**config.mk**
```make
export PLATFORM = sky130hd
export DESIGN_NAME = huff_code_emit_flat
export DESIGN_NICKNAME = d
export VERILOG_FILES = /design/src/rtl/huff_code_emit_if.sv /design/src/rtl/huff_code_emit.sv /design/src/flat_wrapper.sv
export SDC_FILE = /design/constraint.sdc
export NUM_CORES = 1
export LEC_CHECK = 0
export ABC_AREA = 1
export ABC_CLOCK_PERIOD_IN_PS = 2100
export BUFFER_PORTS_ARGS = -buffer_cell sky130_fd_sc_hd__clkbuf_2
export CELL_PAD_IN_SITES_DETAIL_PLACEMENT = 1
export CELL_PAD_IN_SITES_GLOBAL_PLACEMENT = 2
export CORE_MARGIN = 2
export CORE_UTILIZATION = 34
export CTS_CLUSTER_DIAMETER = 150
export CTS_CLUSTER_SIZE = 40
export DETAILED_ROUTE_END_ITERATION = 7
export PLACE_DENSITY_LB_ADDON = 0.12
export REMOVE_ABC_BUFFERS = 1
export SKIP_CTS_REPAIR_TIMING = 1
export SLEW_MARGIN = 40
export SYNTH_ARGS = -nofsm -noshare
export SYNTH_HDL_FRONTEND = slang
export SYNTH_SLANG_ARGS = --single-unit
```
**constraint.sdc**
```tcl
create_clock -name clk -period 2.1 [get_ports clk]
set_input_delay 0.105 -clock clk [delete_from_list [all_inputs] [get_ports clk]]
set_output_delay 0.105 -clock clk [all_outputs]
set_load 0.02 [all_outputs]
```
**src/rtl/huff_code_emit_if.sv**
```systemverilog
// Symbol, table-RAM and packed-byte signals of the Huffman code emitter.
// Valid/ready: a beat transfers on a rising clk edge where valid & ready are both high; the sender holds data and valid stable until then.
interface huff_code_emit_if #(
  parameter int ADDR_W = 10
);
  logic [7:0]        sym_in;
  logic              sym_valid;
  logic              sym_last;
  logic              sym_ready;
  logic [ADDR_W-1:0] emit_addr;
  logic              emit_R;
  logic [7:0]        table_data;
  logic [7:0]        out_byte;
  logic              out_valid;
  logic              out_ready;

  modport master (
    input  sym_in, sym_valid, sym_last, table_data, out_ready,
    output sym_ready, emit_addr, emit_R, out_byte, out_valid
  );

  modport slave (
    output sym_in, sym_valid, sym_last, table_data, out_ready,
    input  sym_ready, emit_addr, emit_R, out_byte, out_valid
  );
endinterface

```
**src/rtl/huff_code_emit.sv**
```systemverilog
// Huffman code emitter: looks up each symbol's length/code in the table RAM and packs codes MSB-first into bytes.
// Optional HUFF_BIT_COUNT_EN adds total_bits, the summed code length of all accepted symbols.
module huff_code_emit #(
  parameter int ADDR_W    = 10,
  parameter int LEN_BASE  = 0,
  parameter int CODE_BASE = 128
) (
  input  logic                 clk,
  input  logic                 reset,
  huff_code_emit_if.master     bus,
  input  logic                 emit_start,
  output logic                 sym_err,
  output logic                 emit_finish,
`ifdef HUFF_BIT_COUNT_EN
  output logic [15:0]          total_bits,
`endif
  output logic [3:0]           dbg_state
);

  typedef enum logic [3:0] {
    S_IDLE    = 4'd0,
    S_GET     = 4'd1,
    S_RD_LEN  = 4'd2,
    S_LWAIT   = 4'd3,
    S_RD_CODE = 4'd4,
    S_CWAIT   = 4'd5,
    S_APPEND  = 4'd6,
    S_EMIT    = 4'd7,
    S_FLUSH   = 4'd8,
    S_DONE    = 4'd9
  } state_t;

  localparam logic [ADDR_W-1:0] LEN_A  = ADDR_W'(LEN_BASE);
  localparam logic [ADDR_W-1:0] CODE_A = ADDR_W'(CODE_BASE);

  state_t      state;
  logic [6:0]  sym_r;
  logic        last_r;
  logic [3:0]  len_r;
  logic [7:0]  code_r;
  logic [15:0] acc;
  logic [3:0]  nbits;

  logic [3:0]  tbl_len;
  logic        len_bad;
  logic [15:0] code_mask;
  logic [15:0] append_bits;
  logic [15:0] acc_next;
  logic [4:0]  nbits_sum;

  assign dbg_state = state;

  // The code byte may carry junk below its length, so only the top len bits are kept.
  always_comb begin
    tbl_len     = bus.table_data[3:0];
    len_bad     = (tbl_len == 4'd0) || (tbl_len > 4'd8);
    code_mask   = ~(16'hFFFF >> len_r);
    append_bits = ({code_r, 8'h00} & code_mask) >> nbits;
    acc_next    = acc | append_bits;
    nbits_sum   = {1'b0, nbits} + {1'b0, len_r};
  end

  always_ff @(posedge clk or negedge reset) begin
    if (!reset) begin
      state         <= S_IDLE;
      sym_r         <= '0;
      last_r        <= 1'b0;
      len_r         <= '0;
      code_r        <= '0;
      acc           <= '0;
      nbits         <= '0;
      sym_err       <= 1'b0;
      emit_finish   <= 1'b0;
      bus.sym_ready <= 1'b0;
      bus.emit_addr <= '0;
      bus.emit_R    <= 1'b0;
      bus.out_byte  <= '0;
      bus.out_valid <= 1'b0;
    end else begin
      sym_err     <= 1'b0;
      emit_finish <= 1'b0;
      case (state)
        S_IDLE: begin
          if (emit_start) begin
            state         <= S_GET;
            bus.sym_ready <= 1'b1;
          end
        end
        S_GET: begin
          if (bus.sym_valid && bus.sym_ready) begin
            sym_r  <= bus.sym_in[6:0];
            last_r <= bus.sym_last;
            if (bus.sym_in[7]) begin
              sym_err <= 1'b1;
              if (bus.sym_last) begin
                state         <= S_FLUSH;
                bus.sym_ready <= 1'b0;
              end
            end else begin
              bus.sym_ready <= 1'b0;
              bus.emit_addr <= LEN_A + ADDR_W'(bus.sym_in[6:0]);
              bus.emit_R    <= 1'b1;
              state         <= S_RD_LEN;
            end
          end
        end
        S_RD_LEN: state <= S_LWAIT;
        S_LWAIT: begin
          len_r <= tbl_len;
          if (len_bad) begin
            sym_err    <= 1'b1;
            bus.emit_R <= 1'b0;
            if (last_r) begin
              state <= S_FLUSH;
            end else begin
              state         <= S_GET;
              bus.sym_ready <= 1'b1;
            end
          end else begin
            bus.emit_addr <= CODE_A + ADDR_W'(sym_r);
            state         <= S_RD_CODE;
          end
        end
        S_RD_CODE: state <= S_CWAIT;
        S_CWAIT: begin
          code_r     <= bus.table_data;
          bus.emit_R <= 1'b0;
          state      <= S_APPEND;
        end
        S_APPEND: begin
          acc   <= acc_next;
          nbits <= nbits_sum[3:0];
          if (nbits_sum[3]) begin
            bus.out_byte  <= acc_next[15:8];
            bus.out_valid <= 1'b1;
            state         <= S_EMIT;
          end else if (last_r) begin
            state <= S_FLUSH;
          end else begin
            state         <= S_GET;
            bus.sym_ready <= 1'b1;
          end
        end
        S_EMIT: begin
          if (bus.out_ready) begin
            bus.out_valid <= 1'b0;
            acc           <= {acc[7:0], 8'h00};
            nbits         <= nbits - 4'd8;
            if (last_r) begin
              state <= S_FLUSH;
            end else begin
              state         <= S_GET;
              bus.sym_ready <= 1'b1;
            end
          end
        end
        S_FLUSH: begin
          // A partial byte is presented one cycle after entry; an empty accumulator finishes at once.
          if (bus.out_valid) begin
            if (bus.out_ready) begin
              bus.out_valid <= 1'b0;
              nbits         <= '0;
              acc           <= '0;
              emit_finish   <= 1'b1;
              state         <= S_DONE;
            end
          end else if (nbits != 4'd0) begin
            bus.out_byte  <= acc[15:8];
            bus.out_valid <= 1'b1;
          end else begin
            emit_finish <= 1'b1;
            state       <= S_DONE;
          end
        end
        S_DONE: begin
          acc   <= '0;
          nbits <= '0;
          state <= S_IDLE;
        end
        default: state <= S_IDLE;
      endcase
    end
  end

`ifdef HUFF_BIT_COUNT_EN
  logic [16:0] bits_sum;

  always_comb begin
    bits_sum = {1'b0, total_bits} + 17'(tbl_len);
  end

  always_ff @(posedge clk or negedge reset) begin
    if (!reset) begin
      total_bits <= '0;
    end else if (state == S_IDLE && emit_start) begin
      total_bits <= '0;
    end else if (state == S_LWAIT && !len_bad) begin
      total_bits <= bits_sum[16] ? 16'hFFFF : bits_sum[15:0];
    end
  end
`endif

endmodule

```
**src/flat_wrapper.sv**
```systemverilog
// flat-port wrapper written by rule: the top's interface ports become plain ports
module huff_code_emit_flat 
#(
  parameter int ADDR_W    = 10,
  parameter int LEN_BASE  = 0,
  parameter int CODE_BASE = 128
)
  (clk, reset, emit_start, sym_err, emit_finish, dbg_state, bus_sym_in, bus_sym_valid, bus_sym_last, bus_table_data, bus_out_ready, bus_sym_ready, bus_emit_addr, bus_emit_R, bus_out_byte, bus_out_valid);
  huff_code_emit_if #(.ADDR_W(ADDR_W)) bus_i ();
  input  logic clk;
  input  logic reset;
  input  logic emit_start;
  output logic sym_err;
  output logic emit_finish;
  output logic [3:0] dbg_state;
  input wire logic [$bits(bus_i.sym_in)-1:0] bus_sym_in;
  input wire logic [$bits(bus_i.sym_valid)-1:0] bus_sym_valid;
  input wire logic [$bits(bus_i.sym_last)-1:0] bus_sym_last;
  input wire logic [$bits(bus_i.table_data)-1:0] bus_table_data;
  input wire logic [$bits(bus_i.out_ready)-1:0] bus_out_ready;
  output wire logic [$bits(bus_i.sym_ready)-1:0] bus_sym_ready;
  output wire logic [$bits(bus_i.emit_addr)-1:0] bus_emit_addr;
  output wire logic [$bits(bus_i.emit_R)-1:0] bus_emit_R;
  output wire logic [$bits(bus_i.out_byte)-1:0] bus_out_byte;
  output wire logic [$bits(bus_i.out_valid)-1:0] bus_out_valid;
  assign bus_i.sym_in = bus_sym_in;
  assign bus_i.sym_valid = bus_sym_valid;
  assign bus_i.sym_last = bus_sym_last;
  assign bus_i.table_data = bus_table_data;
  assign bus_i.out_ready = bus_out_ready;
  assign bus_sym_ready = bus_i.sym_ready;
  assign bus_emit_addr = bus_i.emit_addr;
  assign bus_emit_R = bus_i.emit_R;
  assign bus_out_byte = bus_i.out_byte;
  assign bus_out_valid = bus_i.out_valid;
  huff_code_emit #(.ADDR_W(ADDR_W), .LEN_BASE(LEN_BASE), .CODE_BASE(CODE_BASE)) u_core (.clk(clk), .reset(reset), .bus(bus_i), .emit_start(emit_start), .sym_err(sym_err), .emit_finish(emit_finish), .dbg_state(dbg_state));
endmodule
```
==> flow_summary.ini, run 1 <==
[worst_setup_path]
critPathKind = reg2reg
cp_data_required_time_ps = 2330
r2r_setup_slack_ps = 210
r2r_cells = 11
startpoint_type = flop
r2r_start = u_core.len_r[2]$_DFFE_PN0P_
timing.rr.end = u_core.bus.out_byte[2]$_DFFE_PN0P_
crit_fanout = 10
arrival_ps = 2110
worstSetupEndpointType = flop
crit_start = u_core.len_r[2]$_DFFE_PN0P_

[clock_network]
clock-sinks = 65
cts_root_buffer = clkbuf_8
cts_tree = built
worstSkewPairLatency_ps = 340
path_clk_slew_ps = 80
cts_buffers = 9
cts.htree.levels = 3
clockBufferDepth = 2

[routing]
drt-total-wl_mm = 10.4
dr.first_iter.drc_count = 131
drc_errors = 0
first_pass_iters = 4
num_vias = 3367
ant_nets = 0
wl_per_cell_um = 15.4
post_drt_via_cell_ratio = 4.99

[layout]
layout_common_cells = nand2_1, dfrtp_1, nand3_1
n_antenna_cell = 0
design_area_um2 = 4330
layout_commonest_cell = nand2_1
drive_gt1_frac = 0.212
nets = 560
area_delta_synth_final_pct = 18.9

[global_route]
grtUsageMet3 = 0.0345
grt-busiest-layer = met2
grt_use_total = 0.192
grt_util_met1 = 0.258
antenna_found_initial = 0
grt_max_degree = 36
overflow = 0
grt_use_met2 = 0.327
grt_pass1_wl_mm = 17.4
grt_pass1_vias = 3477

[power]
leakagePower_nw = 2.20
p_clk_frac = 0.149
internal_power_w = 0.00349
p_per_area_nw_per_um2 = 1530
switching_share = 0.473
power_frac_comb = 0.513
max-vdd-ir-drop_mv = 0.574
power_frac_seq = 0.338
switching_power_w = 0.00314

[sta]
slew_violations = 0
max_freq_ghz = 0.530
clock_skew_ps = 13.9
tns_ps = 0
rsz0062_at_grt = no
finalCritPeriodShare = 0.898
hold_ws_ps = 7.23
relSlewSlack = 0.601
worstMarginPinSlew_ps = 597
setup_viol_count_final = 0
finalHoldViolations = 0
final.min_clock_period_ps = 1890

[run]
cap_violations = 0

[logic_synthesis]
synth_ff_type = dfrtp_1
synth-simple-area-share = 0.306
synthArstFlopShare = 1.00
synth_edf_count = 0
synth_fa_ha_area_frac = 0.0158
synth_top_family_by_area = simple AND/OR/NAND/NOR gates
post_synth_xor_area_fraction = 0.00962
yosys-top-cells-area = dfrtp_1, nand2_1, nand3_1, nor2_1, inv_1
synth_cell_types = 37
yosysTopAreaCell = dfrtp_1
synth_top_cell_area_share = 0.446
ys_ff_latch = 65
synth_cells = 470
synth_area_per_cell_um2 = 7.75
ys_warn_count = 0
ys_seq_area_frac = 0.446
syn_area_um2 = 3640
synthMuxAreaShare = 0.0309
synth_compound_area_frac = 0.115

[floorplan]
die_h_um = 108
fp.coreArea_um2 = 10400
die_w_um = 108
pin_count = 49
die_area_um2 = 11600
rows = 37
initial_core_util = 0.351

[status]
status = complete, no violations

[worst_hold_path]
min_path_cells = 2
min_path_type = in2reg
worstHoldEndpoint = u_core.sym_r[4]$_DFFE_PN0P_
min-delay-start = bus_sym_in[4]

[place]
dp_hpwl_mm = 7.95
place.port_buffers = 46
gp_congestion = 0.840
dpl_cell_area_um2 = 4070
logic make-up (layout without fill, tap and decap cells):
logic type	count (synthesis)	in the layout
AO/OA/AOI/OAI	74	74
XOR/XNOR	4	4
adder cells (fa/ha/maj)	4	4
buffers and inverters	61	129
flip-flops	65	65
multiplexers	10	10
other	1	2
AND/OR/NAND/NOR	251	251
Yosys cell counts, types with 2 or more instances:
cell type and n:
xor2_1 3, a31oi_1 10, buf_2 5, inv_2 5, nand4_1 7, nor2_4 4, ha_1 3, clkinv_2 2
nor2_1 40, clkbuf_1 3, o22ai_1 5, o21ai_0 25, a21oi_1 24, o21ai_2 2, nand2_1 138, buf_4 4
buf_6 2, nand2_4 3, o21ai_1 4, inv_1 38, mux2_2 10, nand3_1 50, dfrtp_1 65, nand2_2 5
flip-flops by register name, indices dropped and copies added (netlist names):
signal                flops
u_core.code_r             8
u_core.bus.out_valid      1
u_core.bus.emit_addr      8
u_core.bus.emit_R         1
u_core.sym_err            1
u_core.acc               16
u_core.nbits              4
u_core.dbg_state          4
u_core.emit_finish        1
u_core.bus.out_byte       8
u_core.bus.sym_ready      1
u_core.len_r              4
u_core.last_r             1
u_core.sym_r              7
through the flow:
| step | setup slack [ps] | cells | util | power, W |
|---|---|---|---|---|
| CTS | 84.9 | 668 | 0.410 | 0.00672 |
| detailed placement | 74.0 | 652 | 0.392 | 0.00569 |
| global placement | 175 | 652 | 0.392 | 0.00561 |
| finish | 215 | 675 | 0.418 | 0.00663 |
| floorplan | 180 | 457 | - | 0.00457 |
| global route | 13.2 | 675 | 0.418 | 0.00727 |
per-layer routing:
layer,share of wire,up-vias
li1,-,1665
met1,0.48,1655
met2,0.49,42
met3,0.025,5
met4,0.0077,0
met5,0,-
power groups by stage:
| stage | clock network [W] | logic (W) | registers [W] |
|---|---|---|---|
| after global placement | 0 | 0.00336 | 0.00225 |
| after global routing | 0.00108 | 0.00386 | 0.00233 |
| final | 0.000987 | 0.00340 | 0.00224 |
| after floorplan | 0 | 0.00211 | 0.00246 |
| after CTS | 0.00103 | 0.00343 | 0.00226 |
| after detailed placement | 0 | 0.00342 | 0.00227 |
worst max-delay path, cell delays in order (launching register included):
cell,delay (ps)
dfrtp_1,420
ha_1,340
a21oi_2,150
nand3_1,90
nand2_1,100
inv_1,70
nand2_2,100
nand2_1,90
nand2_4,140
clkinv_2,130
nor2_1,110
a21oi_1,50
how the worst max path moves through the flow:
stage	to	slack (ps)	depth (start not counted)
6_report	u_core.bus.out_byte[2]$_DFFE_PN0P_	210	11
5_1_grt	u_core.bus.out_byte[2]$_DFFE_PN0P_	10	11
4_1_cts	u_core.bus.out_byte[2]$_DFFE_PN0P_	80	11
3_5_place_dp	u_core.bus.out_byte[2]$_DFFE_PN0P_	70	11
3_3_place_gp	u_core.bus.out_byte[1]$_DFFE_PN0P_	180	11
2_1_floorplan	u_core.acc[15]$_DFFE_PN0P_	180	9
cell type report:
| class | count | area, um2 |
|---|---|---|
| fillers | 1313 | 6040 |
| multi-input cells | 345 | 1760 |
| flip-flops and latches | 65 | 1630 |
| repair buffers | 66 | 410 |
| inverters | 47 | 186 |
| well taps | 136 | 170 |
| clock buffers | 10 | 138 |
| clock inverters | 6 | 42.5 |
Power figures use the tool's default switching activity.
==> inputs of run 2 (changes only) <==
CORE_ASPECT_RATIO = 0.9   (was default)
CTS_CLUSTER_DIAMETER = default   (was 150)
CTS_CLUSTER_SIZE = 30   (was 40)
==> flow_summary.ini, run 2 (synthesis gave the netlist of run 1 again) <==
[floorplan]
die_h_um = 102
rows = 35
fp.coreArea_um2 = 10300
die_area_um2 = 11600
die_w_um = 113
pin_count = 49
initial_core_util = 0.353

[clock_network]
cts_tree = built
cts_buffers = 9
worstSkewPairLatency_ps = 340
cts.htree.levels = 3
clock-sinks = 65
path_clk_slew_ps = 60
cts_root_buffer = clkbuf_16
clockBufferDepth = 2

[global_route]
grt_use_total = 0.202
grt_pass1_vias = 3567
grt_pass1_wl_mm = 18.2
overflow = 0
grt_max_degree = 66
antenna_found_initial = 0

[routing]
dr.first_iter.drc_count = 102
drt-total-wl_mm = 10.8
ant_nets = 0
drc_errors = 0
wl_per_cell_um = 16.2
first_pass_iters = 4
num_vias = 3379
post_drt_via_cell_ratio = 5.06

[worst_hold_path]
min_path_type = in2reg

[worst_setup_path]
arrival_ps = 2120
max_stage_delay_ps = 410
critPathKind = reg2reg
crit_fanout = 11
cp_common_cell = nand2_4
cp_data_required_time_ps = 2320
startpoint_type = flop
worstSetupEndpointType = flop
crit_slowest_cell = dfrtp_1
path_cells = inv_1 > nor2_4 > nand2_4 > inv_4 > nand2_4 > nand3_4 > clkinvlp_4 > a31oi_1 > a21oi_1

[power]
p_per_area_nw_per_um2 = 1650
max-vdd-ir-drop_mv = 0.599
leakagePower_nw = 2.24
power_w = 0.00734

[place]
placed_cells = 648
dp_hpwl_mm = 8.06
place.port_buffers = 46
gp_congestion = 0.887

[layout]
nets = 560
area_delta_synth_final_pct = 22.0
layout_common_cells = nand2_1, dfrtp_1, nand3_1
drive_gt1_frac = 0.224
multi_input_area_um2 = 1770
layout_commonest_cell = nand2_1
regArea_um2 = 1630
fill_cells = 1263
n_antenna_cell = 0
largest-register = u_core.acc
instances_no_fill = 668
largest_reg_flops = 16

[sta]
clock_skew_ps = 6.47
finalHoldViolations = 2
finalCritPeriodShare = 0.906
relSlewSlack = 0.590
setup_viol_count_final = 0
tns_ps = 0
max_freq_ghz = 0.525
final.min_clock_period_ps = 1900
slew_violations = 0
hold_ws_ps = -3.03
worstMarginPinSlew_ps = 613

[status]
violations = hold timing
status = complete, but fails checks

[run]
cap_violations = 0
==> run 2: final timing paths <==
check                           slack [ps]  cells after the start                            start                            endpoint
worst min register to register         490                      2     u_core.code_r[3]$_DFFE_PN0P_        u_core.code_r[3]$_DFFE_PN0P_
min in group asynchronous              300                      3                            reset        u_core.code_r[7]$_DFFE_PN0P_
worst min-delay path                    -3                      2                bus_table_data[5]        u_core.code_r[5]$_DFFE_PN0P_
worst max-delay path                   200                      9  u_core.dbg_state[2]$_DFFE_PN0P_           u_core.acc[1]$_DFFE_PN0P_
max in group asynchronous             1480                      3                            reset  u_core.bus.out_byte[3]$_DFFE_PN0P_
worst max register to register         200                      9  u_core.dbg_state[2]$_DFFE_PN0P_           u_core.acc[1]$_DFFE_PN0P_
==> run 2: worst max-delay path, delay by kind of cell (launching register included) <==
kind / cells / cell delay, ps
buf+inv: 3 / 540
compound gates: 2 / 290
simple gates: 4 / 550
flops: 1 / 410
==> run 2: stage by stage <==
step / utilization / instance area, um2 / worst slack [ps]
2_1_floorplan: - / 3560 / 180
3_3_place_gp: 0.395 / 4080 / 174
3_5_place_dp: 0.395 / 4080 / 38.1
4_1_cts: 0.425 / 4390 / 37.9
5_1_grt: 0.430 / 4450 / -0.688
6_report: 0.430 / 4450 / 197
==> run 2: routing by layer <==
layer / routed length [um] / vias to the layer above / global-route usage
met3: 325 / 15 / 0.0433
met5: 0 / - / 0
met4: 152 / 0 / 0.0572
li1: - / 1658 / -
met2: 5150 / 46 / 0.340
met1: 5160 / 1660 / 0.266
==> run 2: report_power, final <==
part | switching, W | internal [W] | leakage [nW] | total (W)
Combinational | 0.00227 | 0.00127 | 1.33 | 0.00354
Sequential | 0.000405 | 0.00184 | 0.771 | 0.00225
Clock | 0.000603 | 0.000953 | 0.141 | 0.00156
==> run 2: layout make-up <==
| class | count | share of cell area |
|---|---|---|
| Clock inverter | 6 | 0.0149 |
| Multi-Input combinational cell | 345 | 0.397 |
| Inverter | 47 | 0.0428 |
| Tap cell | 129 | 0.0363 |
| Clock buffer | 10 | 0.0538 |
| Timing Repair Buffer | 66 | 0.0889 |
| Sequential cell | 65 | 0.366 |
